### config.mk
export PLATFORM = sky130hd
export DESIGN_NAME = mem_port_arbiter
export DESIGN_NICKNAME = d
export VERILOG_FILES = /design/src/rtl/mem_arb_pkg.sv /design/src/rtl/mem_arb_watchdog.sv /design/src/rtl/mem_port_arbiter.sv
export SDC_FILE = /design/constraint.sdc
export NUM_CORES = 1
export LEC_CHECK = 0
export BUFFER_PORTS_ARGS = -buffer_cell sky130_fd_sc_hd__clkbuf_2
export CORE_UTILIZATION = 35
export CTS_CLUSTER_DIAMETER = 60
export DETAILED_ROUTE_END_ITERATION = 8
export MAX_ROUTING_LAYER = met4
export PLACE_DENSITY = 0.76
export SYNTH_ARGS = -nofsm -noshare
export SYNTH_HDL_FRONTEND = slang
export SYNTH_SLANG_ARGS = --single-unit
### constraint.sdc
create_clock -name clk -period 1.9 [get_ports clk]
set_input_delay 0.19 -clock clk [delete_from_list [all_inputs] [get_ports clk]]
set_output_delay 0.19 -clock clk [all_outputs]
set_load 0.1 [all_outputs]
### src/rtl/mem_arb_pkg.sv
`default_nettype none
// ============================================================================
// mem_arb_pkg : shared types and constants for the unified-memory port arbiter
// Revision    : 1.0
// ============================================================================
package mem_arb_pkg;

   localparam int STATE_W = 2;

   typedef enum logic [STATE_W-1:0] {
      IDLE    = 2'd0,
      BUSY_IF = 2'd1,
      BUSY_D  = 2'd2
   } arb_state_t;

   localparam logic REQ_IF = 1'b0;
   localparam logic REQ_D  = 1'b1;

   localparam logic [31:0] DEFAULT_DMEM_BASE = 32'h0001_0000;

endpackage
`default_nettype wire

### src/rtl/mem_arb_watchdog.sv
`default_nettype none
// ============================================================================
// mem_arb_watchdog : cycle counter that flags a memory transfer as expired
// Built only when MEM_ARB_TIMEOUT_EN is defined.  Revision : 1.0
// ============================================================================
`ifdef MEM_ARB_TIMEOUT_EN
module mem_arb_watchdog #(
   parameter int TIMEOUT_CYCLES = 15
) (
   input  logic clk,
   input  logic rst_n,
   input  logic load,
   input  logic count,
   output logic expire
);

   localparam int               CNT_W = $clog2(TIMEOUT_CYCLES + 1);
   localparam logic [CNT_W-1:0] LAST  = CNT_W'(TIMEOUT_CYCLES - 1);

   logic [CNT_W-1:0] cnt_q;
   logic [CNT_W-1:0] cnt_d;

   // expire rises in the TIMEOUT_CYCLES-th busy cycle, like a synthetic ack
   assign expire = count & (cnt_q == LAST);

   always_comb begin
      cnt_d = cnt_q;
      if (load) begin
         cnt_d = '0;
      end else if (count && !expire) begin
         cnt_d = cnt_q + CNT_W'(1);
      end
   end

   always_ff @(posedge clk or negedge rst_n) begin
      if (!rst_n) begin
         cnt_q <= '0;
      end else begin
         cnt_q <= cnt_d;
      end
   end

endmodule
`endif
`default_nettype wire

### src/rtl/mem_port_arbiter.sv
`default_nettype none
// ============================================================================
// mem_port_arbiter : shares one memory port between fetch and data requesters
// Optional watchdog timeout via MEM_ARB_TIMEOUT_EN.  Revision : 1.0
// ============================================================================
module mem_port_arbiter
   import mem_arb_pkg::*;
#(
   parameter int                DATA_W         = 32,
   parameter int                ADDR_W         = 32,
   parameter logic [ADDR_W-1:0] DMEM_BASE      = ADDR_W'(DEFAULT_DMEM_BASE),
   parameter int                STARVE_LIMIT   = 4,
   parameter int                TIMEOUT_CYCLES = 15
) (
   input  logic              clk,
   input  logic              rst_n,
   input  logic              if_req,
   input  logic [ADDR_W-1:0] if_addr,
   output logic              if_gnt,
   output logic              if_rvalid,
   output logic [DATA_W-1:0] if_rdata,
   input  logic              d_req,
   input  logic              d_we,
   input  logic [15:0]       d_addr,
   input  logic [DATA_W-1:0] d_wdata,
   output logic              d_gnt,
   output logic              d_rvalid,
   output logic [DATA_W-1:0] d_rdata,
   output logic              mem_req,
   output logic              mem_we,
   output logic [ADDR_W-1:0] mem_addr,
   output logic [DATA_W-1:0] mem_wdata,
   input  logic              mem_ack,
   input  logic [DATA_W-1:0] mem_rdata,
   output logic              stall,
   output logic              bus_err
);

   localparam int                  STARVE_W   = $clog2(STARVE_LIMIT + 1);
   localparam logic [STARVE_W-1:0] STARVE_MAX = STARVE_W'(STARVE_LIMIT);

   if (STARVE_LIMIT < 1 || TIMEOUT_CYCLES < 1) begin : g_param_check
      $fatal(1, "mem_port_arbiter: STARVE_LIMIT and TIMEOUT_CYCLES must be >= 1");
   end

   arb_state_t          state_q, state_d;
   logic                if_gnt_q, if_gnt_d;
   logic                d_gnt_q, d_gnt_d;
   logic                if_rvalid_q, if_rvalid_d;
   logic                d_rvalid_q, d_rvalid_d;
   logic                bus_err_q, bus_err_d;
   logic [DATA_W-1:0]   if_rdata_q, if_rdata_d;
   logic [DATA_W-1:0]   d_rdata_q, d_rdata_d;
   logic                mem_req_q, mem_req_d;
   logic                mem_we_q, mem_we_d;
   logic [ADDR_W-1:0]   mem_addr_q, mem_addr_d;
   logic [DATA_W-1:0]   mem_wdata_q, mem_wdata_d;
   logic [STARVE_W-1:0] starve_cnt_q, starve_cnt_d;

   logic              if_qual;
   logic              d_qual;
   logic              grant_valid;
   logic              winner;
   logic              busy;
   logic              timed_out;
   logic              xfer_done;
   logic [ADDR_W-1:0] d_mem_addr;

   // a requester whose rvalid is showing has just been served and sits out
   assign if_qual     = if_req & ~if_rvalid_q;
   assign d_qual      = d_req & ~d_rvalid_q;
   assign grant_valid = (state_q == IDLE) & (if_qual | d_qual);
   assign busy        = (state_q == BUSY_IF) | (state_q == BUSY_D);
   assign xfer_done   = busy & (mem_ack | timed_out);
   assign d_mem_addr  = DMEM_BASE + ADDR_W'(d_addr);

`ifdef MEM_ARB_TIMEOUT_EN
   logic wd_expire;

   mem_arb_watchdog #(
      .TIMEOUT_CYCLES (TIMEOUT_CYCLES)
   ) u_watchdog (
      .clk    (clk),
      .rst_n  (rst_n),
      .load   (grant_valid),
      .count  (busy),
      .expire (wd_expire)
   );

   assign timed_out = wd_expire & ~mem_ack;
`else
   assign timed_out = 1'b0;
`endif

   always_comb begin
      winner = REQ_IF;
      if (d_qual && (!if_qual || starve_cnt_q != STARVE_MAX)) begin
         winner = REQ_D;
      end
   end

   always_comb begin
      starve_cnt_d = starve_cnt_q;
      if (!if_req) begin
         starve_cnt_d = '0;
      end else if (grant_valid) begin
         if (winner == REQ_IF) begin
            starve_cnt_d = '0;
         end else if (starve_cnt_q != STARVE_MAX) begin
            starve_cnt_d = starve_cnt_q + STARVE_W'(1);
         end
      end
   end

   always_comb begin
      state_d     = state_q;
      if_gnt_d    = 1'b0;
      d_gnt_d     = 1'b0;
      if_rvalid_d = 1'b0;
      d_rvalid_d  = 1'b0;
      bus_err_d   = 1'b0;
      if_rdata_d  = if_rdata_q;
      d_rdata_d   = d_rdata_q;
      mem_req_d   = mem_req_q;
      mem_we_d    = mem_we_q;
      mem_addr_d  = mem_addr_q;
      mem_wdata_d = mem_wdata_q;
      case (state_q)
         IDLE: begin
            if (grant_valid) begin
               mem_req_d = 1'b1;
               if (winner == REQ_D) begin
                  state_d     = BUSY_D;
                  d_gnt_d     = 1'b1;
                  mem_we_d    = d_we;
                  mem_addr_d  = d_mem_addr;
                  mem_wdata_d = d_wdata;
               end else begin
                  state_d     = BUSY_IF;
                  if_gnt_d    = 1'b1;
                  mem_we_d    = 1'b0;
                  mem_addr_d  = if_addr;
                  mem_wdata_d = '0;
               end
            end
         end
         BUSY_IF, BUSY_D: begin
            if (xfer_done) begin
               state_d     = IDLE;
               mem_req_d   = 1'b0;
               mem_we_d    = 1'b0;
               mem_addr_d  = '0;
               mem_wdata_d = '0;
               bus_err_d   = timed_out;
               if (state_q == BUSY_IF) begin
                  if_rvalid_d = 1'b1;
                  if_rdata_d  = timed_out ? '0 : mem_rdata;
               end else begin
                  d_rvalid_d = 1'b1;
                  d_rdata_d  = (timed_out || mem_we_q) ? '0 : mem_rdata;
               end
            end
         end
         default: state_d = IDLE;
      endcase
   end

   always_ff @(posedge clk or negedge rst_n) begin
      if (!rst_n) begin
         state_q      <= IDLE;
         if_gnt_q     <= 1'b0;
         d_gnt_q      <= 1'b0;
         if_rvalid_q  <= 1'b0;
         d_rvalid_q   <= 1'b0;
         bus_err_q    <= 1'b0;
         if_rdata_q   <= '0;
         d_rdata_q    <= '0;
         mem_req_q    <= 1'b0;
         mem_we_q     <= 1'b0;
         mem_addr_q   <= '0;
         mem_wdata_q  <= '0;
         starve_cnt_q <= '0;
      end else begin
         state_q      <= state_d;
         if_gnt_q     <= if_gnt_d;
         d_gnt_q      <= d_gnt_d;
         if_rvalid_q  <= if_rvalid_d;
         d_rvalid_q   <= d_rvalid_d;
         bus_err_q    <= bus_err_d;
         if_rdata_q   <= if_rdata_d;
         d_rdata_q    <= d_rdata_d;
         mem_req_q    <= mem_req_d;
         mem_we_q     <= mem_we_d;
         mem_addr_q   <= mem_addr_d;
         mem_wdata_q  <= mem_wdata_d;
         starve_cnt_q <= starve_cnt_d;
      end
   end

   assign if_gnt    = if_gnt_q;
   assign d_gnt     = d_gnt_q;
   assign if_rvalid = if_rvalid_q;
   assign d_rvalid  = d_rvalid_q;
   assign if_rdata  = if_rdata_q;
   assign d_rdata   = d_rdata_q;
   assign mem_req   = mem_req_q;
   assign mem_we    = mem_we_q;
   assign mem_addr  = mem_addr_q;
   assign mem_wdata = mem_wdata_q;
   assign bus_err   = bus_err_q;
   // the core is released during reset even if its requests are still up
   assign stall     = rst_n & ((if_req & ~if_rvalid_q) | (d_req & ~d_rvalid_q));

endmodule
`default_nettype wire
Yosys cells after proc, flatten, opt, wreduce, memory -nomap -nowiden

Cells that the tools add are included.

Register bits after elaboration: 139
Bits in latches: 0
Bits in writable memories: 0
Memory bits (read-only): 0
Input port bits: 118
Memories: 0

$add $sub $neg: 2
Multipliers: 0
Div/mod/pow operators: 0
$lt $le $gt $ge: 0
Equality and inequality tests: 7
Shift operators: 0
Muxes and demuxes: 35
Bitwise logic cells: 10
Reductions and logical operators: 11

Operator list:

| kind                   | number |
|---|---|
| $mux 32                | 6 |
| $pmux 32 s2            | 2 |
| $add 17x16->18 const A | 1 |
| $mux 1                 | 17 |
| $mux 3                 | 4 |
| $reduce_and 3->1       | 3 |
| $mux 2                 | 3 |
| $and 1x1->1            | 5 |
| $ne 2x2->1 const B     | 2 |
| $pmux 1 s2             | 2 |
| $pmux 2 s2             | 1 |
| $reduce_and 2->1       | 2 |
| $add 3x1->3 const B    | 1 |
| $ne 3x2->1 const B     | 1 |
| $ne 3x3->1 const B     | 1 |
| $not 1->1              | 3 |
| $eq 2x1->1 const B     | 1 |
| $eq 2x2->1 const B     | 1 |
| $logic_not 2->1        | 1 |
| $ne 2x1->1 const B     | 1 |
| $or 1x1->1             | 2 |
| $reduce_bool 2->1      | 1 |
| $reduce_or 2->1        | 1 |
| $logic_and 1x1->1      | 1 |
| 2 further kinds        | 2 |

Logic depth before layout (Yosys ltp)

Gate-level depths: netlist of run 1.

Word-level depth: 9
Gate-level depth with buffers: 9
Depth with buffers taken out: 6

Worst setup path before layout of run 1

OpenSTA, ideal clock, no wires.

Path kind: flip-flop to output port
Start: register if_rvalid_q, in the netlist if_rvalid
End: output port stall
Data arrival time: 1,981 ps
Data required time: 1,710 ps
Setup slack: -271 ps
Cell stages (with the launch flop): 4
Path buffers: 0
Cells stage by stage: dfrtp_1 nand2b_1 nand2_1 and2_1

Word-level cells in the longest chain between the ends: 4

Ends and longest elaborated chain:

| what                   | RTL line                | RTL |
|---|---|---|
| start, declared        | mem_port_arbiter.sv:49  | `logic if_rvalid_q, if_rvalid_d;` |
| start signal, assigned | mem_port_arbiter.sv:187 | `if_rvalid_q <= if_rvalid_d;` |
| $not 1->1              | mem_port_arbiter.sv:212 | `assign stall = rst_n & ((if_req & ~if_rvalid_q) \| (d_req & ~d_rvalid_q));` |
| $and 1x1->1            | mem_port_arbiter.sv:212 |  |
| $or 1x1->1             | mem_port_arbiter.sv:212 |  |
| $and 1x1->1            | mem_port_arbiter.sv:212 |  |
| end, declared          | mem_port_arbiter.sv:35  | `output logic stall,` |

No other way between the ends.

Worst setup path after layout of run 1

Start: register state_q[0]
End: register mem_wdata_q[10], in the netlist mem_wdata[10]

Word-level cells in the longest chain between the ends: 5

Ends and longest elaborated chain:

| what                                            | RTL line                                        | RTL |
|---|---|---|
| start, declared                                 | mem_port_arbiter.sv:46                          | `arb_state_t state_q, state_d;` |
| start signal, assigned                          | mem_port_arbiter.sv:184                         | `state_q <= state_d;` |
| $eq 2x1->1 / $eq 2x2->1 (equally long branches) | mem_port_arbiter.sv:73, mem_port_arbiter.sv:128 |  |
| $or 1x1->1                                      | mem_port_arbiter.sv:73                          | `assign busy = (state_q == BUSY_IF) \| (state_q == BUSY_D);` |
| $and 1x1->1                                     | mem_port_arbiter.sv:74                          | `assign xfer_done = busy & (mem_ack \| timed_out);` |
| $ne 2x2->1 (no line)                            | -                                               |  |
| $reduce_and 3->1 (no line)                      | -                                               |  |
| end signal, assigned                            | mem_port_arbiter.sv:195                         | `mem_wdata_q <= mem_wdata_d;` |
| end, declared                                   | mem_port_arbiter.sv:57                          | `logic [DATA_W-1:0] mem_wdata_q, mem_wdata_d;` |

Parallel ways exist; a longest one is shown, timed or not.
A chain may end at the register's enable or synchronous reset.

==> results of run 1 <==
## tightest hold or removal path, cell delays in order
cell and delay, ns:
clkbuf_2 0.09, nand2b_1 0.05, o21ai_0 0.06
## sequential cells by signal, summed over array words and instances (netlist names)
register	count
mem_addr	32
starve_cnt_q	3
d_gnt	1
mem_req	1
d_rdata	32
mem_wdata	32
mem_we	1
state_q	2
d_rvalid	1
if_rvalid	1
if_gnt	1
if_rdata	32
## per-layer routing
metal | part of all wire (%) | vias up | GRT usage (%)
met4 | 3.0 | 0 | 7.751
met1 | 42 | 2256 | 22.11
li1 | - | 2196 | -
met2 | 49 | 198 | 32.08
met3 | 6.4 | 39 | 5.467
met5 | 0 | - | -
## synth_stat cells (4+ instances only)
cell / number / area share [%]
buf_4: 4 / 0.54
a22o_1: 48 / 7.6
nand2b_1: 35 / 4.0
o21ai_0: 44 / 4.0
inv_1: 7 / 0.48
o21ai_1: 7 / 0.63
buf_2: 6 / 0.54
dfrtp_1: 139 / 63
nand2_1: 61 / 4.1
nor2_1: 4 / 0.27
mux2_2: 32 / 6.5
ha_1: 4 / 0.91
mux2i_1: 16 / 2.9
clkbuf_1: 13 / 0.88
## cell usage in the layout, fill, tap and decap left out, drive strengths merged
master       count
nand2b          35
nand3b           2
clkinvlp         2
a21oi            2
nor3b            1
a31oi            2
o22ai            2
a22o            48
a311o            2
clkbuf         273
o21ai           51
nor2b            3
o311ai           2
inv              9
nand4            2
mux2            32
nor2             6
clkinv           5
nand3            1
and2             1
bufinv           4
conb             1
nand2           61
ha               4
buf             18
dfrtp          139
mux2i           16
a211o            1
dlygate4sd3     46
## path summary, 6_finish.rpt
kind / from / to / slack, ns / cells after the start
hold reg to reg: d_rdata[4] / d_rdata[4] / 0.48 / 2
min in group asynchronous: rst_n / mem_addr[15] / 0.43 / 3
hold / removal: mem_rdata[7] / d_rdata[7] / 0.02 / 3
max in group asynchronous: rst_n / mem_addr[20] / 0.79 / 3
setup / recovery: state_q[0] / mem_wdata[10] / 0.02 / 7
setup reg to reg: state_q[0] / mem_wdata[10] / 0.02 / 7
## stage by stage
step | setup TNS (ns) | utilization [%] | hold WS [ns]
after floorplan | 0 | - | -0.1056
after global placement | 0 | 46.45 | 0.3724
after detailed placement | 0 | 46.45 | 0.3732
after CTS | 0 | 53.65 | 0.001033
after global routing | -0.03919 | 54.87 | 0.002315
final | 0 | 54.87 | 0.01691
## layout make-up
cell class	instances	area, um^2	area share, %
Sequential cell	139	3481	41.42
Multi-Input combinational cell	275	1904	22.66
Clock buffer	19	452.9	5.390
Inverter	7	26.28	0.3127
Timing Repair Buffer	318	2086	24.82
Clock inverter	13	188.9	2.248
Tap cell	211	264.0	3.142
## cell families (layout without fill, tap and decap cells)
logic type | Yosys count | in the layout
fa+ha+maj | 4 | 4
mux | 48 | 48
simple gates | 112 | 112
flops | 139 | 139
compound gates | 109 | 110
other cells | 1 | 1
buf+inv | 37 | 357
## repair_timing
item / 4_1_cts / 5_1_grt
endpoints found under the hold margin: 184 / 0
gates resized for setup: 0 / 10
hold buffers: 46 / 0
setup endpoints to repair: 0 / 61
==> results.md, run 1 <==
* H-tree Lvls at 4
* Worst Path Class, Setup: reg2reg
* Pin count of the biggest net entering global routing at 140
* Total global routing overflow at 0
* Vias at 4689
* Post-synthesis compound-gate area fraction at 13.51%
* Max Cap Violations at 0
* Top_reg_cell synth: dfrtp_1
* # diodes at 0
* Mapped Area at 0.005530 mm^2
* Nets at 880
* Main combinational cell family by area after synthesis: compound AO/OA/AOI/OAI gates
* Worst skew pair latency at 0.42 ns
* Crit path max fanout at 5
* Ys async rst share at 100.0%
* 1st-iter DRT viols at 236
* Tcrit/Tclk final at a little over nine tenths
* Seq cells post-synth at 139
* Final hold viol count at 0
* Row count at 45
* Startpoint types: flip-flop
* DR vias/cell at roughly 4.8
* Crit path DAT at 2.18 ns
* Fillers at 1316
* Buffers on Ports at 252
* Cells after DPL at about 900
* Clk buf depth at 2
* Area Overhead vs Synth at 51.95%
* Top cell family by delay on the critical path: compound AO/OA/AOI/OAI gates
* Register area share after synthesis at 62.90%
* Final std cells w/o fill at between 900 and 1000
* Detailed Place HPWL at 9828 um
* Final Skew at 0.007845 ns
* Adder-cell share of the synthesized area at 0.9050%
* DRT Wirelength at 15890 um
* Chip height at between 100 and 150 um
* DRC Markers at 0
* Min cycle time layout at 1.881 ns
* Run status: complete, no violations
* RSZ-0062 raised after global routing: yes
* 1st-pass router iterations at 4
* Worst-Margin Slew at 0.8086 ns
* IO Count at 254
* Number of global-route vias before repair at 4688
* Xor and xnor area share after synthesis at 0%
* Post-DP Area at 0.007114 mm^2
* Worst path bufs/invs at 3
* Post-DRT Antenna Nets at 0
* First-pass GRT wire length at between 20000 and 25000 um
* DR WL/cell at 16.18 um
* Yosys warning total at 0
* Post-synth cell types at 32
* Hold Crit Class: in2reg
* Total GRT Usage at 19.32%
* Final Wtd Congestion at 0.8090
* Starting Density at 36.11%
* Mux contribution to synthesized area at a little under a tenth
* Slowest CP cell: a311o_2
* Gate Count Post-Synth at 450
* F_max at ~0.53 GHz
* Syn Nets at 572
* Critical Path RT at 2.20 ns
* Antenna violations before repair at 0
* Worst Slack Setup Final at just under 0.02 ns
* Layout cells sized above 1 at 45.40%
* Synth Area in Simple Gates at under 10%
* Worst Setup Slack post-DPL at 0.02829 ns
* Slew HR at around 46%
* Die area at 0.01631 mm^2
* Max stage delay on crit path at between 0.4 and 0.5 ns
* Clock root buffer: clkbuf_16
* Final setup viols at 0
* Clock transition at path regs at 0.06 ns
* Die width at about 130 um
* CP Capture Type: flip-flop
* CTS tree: done
* Clk sinks at 139
* Cts bufs inserted at 17
* Slew Limit Fails at 0
* Cells along the critical path: inv_2 -> ha_4 -> buf_6 -> nor2_2 -> a311o_2 -> clkbuf_16 -> a22o_1
* Post-synth EDFFs at 0
* Core Area at 0.01531 mm^2
* Post-CTS Setup Inserts at 0
* Mapped Avg Cell Area at 12.29 um^2
* Fin area at between 0.008 and 0.009 mm^2
Power of run 1 is left out: the tool's default activity adds up to more than one toggle a clock period on the data nets, which glitch-free logic cannot reach.
==> run 2, diff against run 1 <==
--- a/config.mk
+++ b/config.mk
@@ -9,6 +9,7 @@
 export CORE_UTILIZATION = 35
 export CTS_CLUSTER_DIAMETER = 60
 export DETAILED_ROUTE_END_ITERATION = 8
+export GPL_TIMING_DRIVEN = 0
 export MAX_ROUTING_LAYER = met4
 export PLACE_DENSITY = 0.76
 export SYNTH_ARGS = -nofsm -noshare
==> results.md, run 2 (same netlist as run 1, synthesis figures left out) <==
* DRT Wirelength at 15050 um (-5.3%)
* Layout cells sized above 1 at 45.50% (+0.11 points)
* 1st-pass router iterations at 4 (unchanged)
* Die width at 127.7 um (unchanged)
* Worst-Margin Slew at 0.6377 ns (-0.1709 ns)
* Final Wtd Congestion at 0.7703 (-4.8%)
* Clock root buffer: clkbuf_16
* Core Area at 0.01531 mm^2 (unchanged)
* DR WL/cell at 15.05 um (-7.0%)
* Cells after DPL at 914 (+2.0%)
* Post-DP Area at 0.007096 mm^2 (-0.26%)
* Final Skew at 0.006197 ns (-0.001648 ns)
* Run status: complete, but fails checks
* Area Overhead vs Synth at 50.45%
* Final core utilization at 54.33% (-0.54 points)
* Multi-input logic area at 0.001896 mm^2 (-0.46%)
* Worst skew pair latency at 0.41 ns (about the same)
* Worst Path Class, Setup: reg2reg
* Buffers on Ports at 252 (unchanged)
* Vias at 4660 (-0.62%)
* Failing checks: negative hold slack
* Fin area at 0.008320 mm^2 (-0.98%)
* DR vias/cell at 4.660 (-2.4%)
* Antenna violations before repair at 0 (unchanged)
* Register area at 0.003481 mm^2 (unchanged)
* Crit path max fanout at 10 (+5)
* Final hold viol count at 66 (+66)
* CP Capture Type: flip-flop
* Nets at 898 (+2.0%)
* H-tree Lvls at 4 (unchanged)
* Min cycle time layout at 1.899 ns (+0.01851 ns)
* F_max at 0.5266 GHz (-0.97%)
* Starting Density at 36.11% (unchanged)
* Final std cells w/o fill at 1000 (+1.8%)
* Critical Path RT at 2.19 ns (about the same)
* Max Cap Violations at 0 (unchanged)
* Final setup viols at 0 (unchanged)
* Startpoint types: flip-flop
* Most frequent cells in the layout: clkbuf_2 (259), dfrtp_1 (137), nand2_1 (60)
* Clk sinks at 139 (unchanged)
* RSZ-0062 raised after global routing: yes
* Crit path DAT at 2.19 ns (about the same)
* Pin count of the biggest net entering global routing at 74 (-47%)
* Slew HR at 57.29% (+11 points)
* Hold Crit Class: in2async
* 1st-iter DRT viols at 131 (-44%)
* Detailed Place HPWL at 10620 um (+8.0%)
* Number of global-route vias before repair at 4763 (+1.6%)
* DRC Markers at 0 (unchanged)
* Most common cell after layout, fill and taps aside: clkbuf_2
* Slew Limit Fails at 0 (unchanged)
* CTS tree: done
* Total GRT Usage at 19.34% (about the same)
* Total global routing overflow at 0 (unchanged)
* Clk buf depth at 2 (unchanged)
* Row count at 45 (unchanged)
* Hold-fix buffers, CTS at 47 (+2.2%)
* Fillers at 1321 (+0.38%)
* IO Count at 254 (unchanged)
* # diodes at 0 (unchanged)
* Tcrit/Tclk final at 99.95% (+0.97 points)
* Post-DRT Antenna Nets at 0 (unchanged)
* Chip height at 127.7 um (unchanged)
* Die area at 0.01631 mm^2 (unchanged)
* Clock transition at path regs at 0.06 ns (about the same)
* Hold WS at -0.2350 ns (-0.2519 ns)
* First-pass GRT wire length at 23590 um (+0.74%)
* Cts bufs inserted at 17 (unchanged)
==> run 2: cell types whose count changed in the layout (fill, tap and decap cells not counted), moves of 2 or more <==
cell / previous run / this run
buf_8: 0 / 3
buf_4: 5 / 9
clkbuf_1: 0 / 5
clkbuf_2: 249 / 259
a311o_2: 2 / 0
o21ai_1: 7 / 9
nor2_2: 2 / 0
clkinv_2: 2 / 4
clkbuf_4: 0 / 3
clkbuf_16: 22 / 17
buf_2: 0 / 3
buf_12: 8 / 0
==> run 2: cell type report <==
class                   count  area share (%)
flip-flops and latches    139           41.83
multi-input cells         274           22.78
clock inverters            14           2.045
well taps                 211           3.173
repair buffers            308           22.12
clock buffers              18           5.158
plain buffers              29           2.571
inverters                   7          0.3158
==> run 2: path summary, 6_finish.rpt <==
path | from | endpoint | slack (ns) | depth (start not counted)
max in group asynchronous | rst_n | d_rdata[9] | 1.40 | 2
setup / recovery | state_q[0] | mem_wdata[26] | 0.001 | 7
hold reg to reg | d_rdata[1] | d_rdata[1] | 0.48 | 2
hold / removal | rst_n | mem_addr[15] | -0.23 | 1
min in group clk | if_addr[17] | mem_addr[17] | 0.02 | 2
setup reg to reg | state_q[0] | mem_wdata[26] | 0.001 | 7
==> run 2: metal layers <==
layer	track usage, %	wire, um
met5	-	0
met4	6.782	268
met3	5.551	876
met2	31.24	7319
met1	23.20	6583
==> run 2: timing repair <==
action,CTS,global route
hold endpoints to repair,113,66
gates resized for setup,17,27
endpoints found under the setup margin,112,80
pin swaps,2,5
setup buffers,4,4
==> run 2: critical path: stages (launching register included) <==
cell	delay (ns)
dfrtp_1	0.40
inv_2	0.09
ha_4	0.22
nor2b_4	0.13
a311o_1	0.38
buf_6	0.18
buf_8	0.14
a22o_1	0.23
==> run 2: metrics by stage <==
stage / setup TNS (ns) / setup WS [ns]
floorplan: 0 / 0.02037
finish: 0 / 0.0009610
global route: -0.9102 / -0.05225
global placement: -245.99 / -2.064
CTS: -0.009249 / -0.008113
detailed placement: -13.82 / -0.2419
Power of run 2 is left out for the same reason.
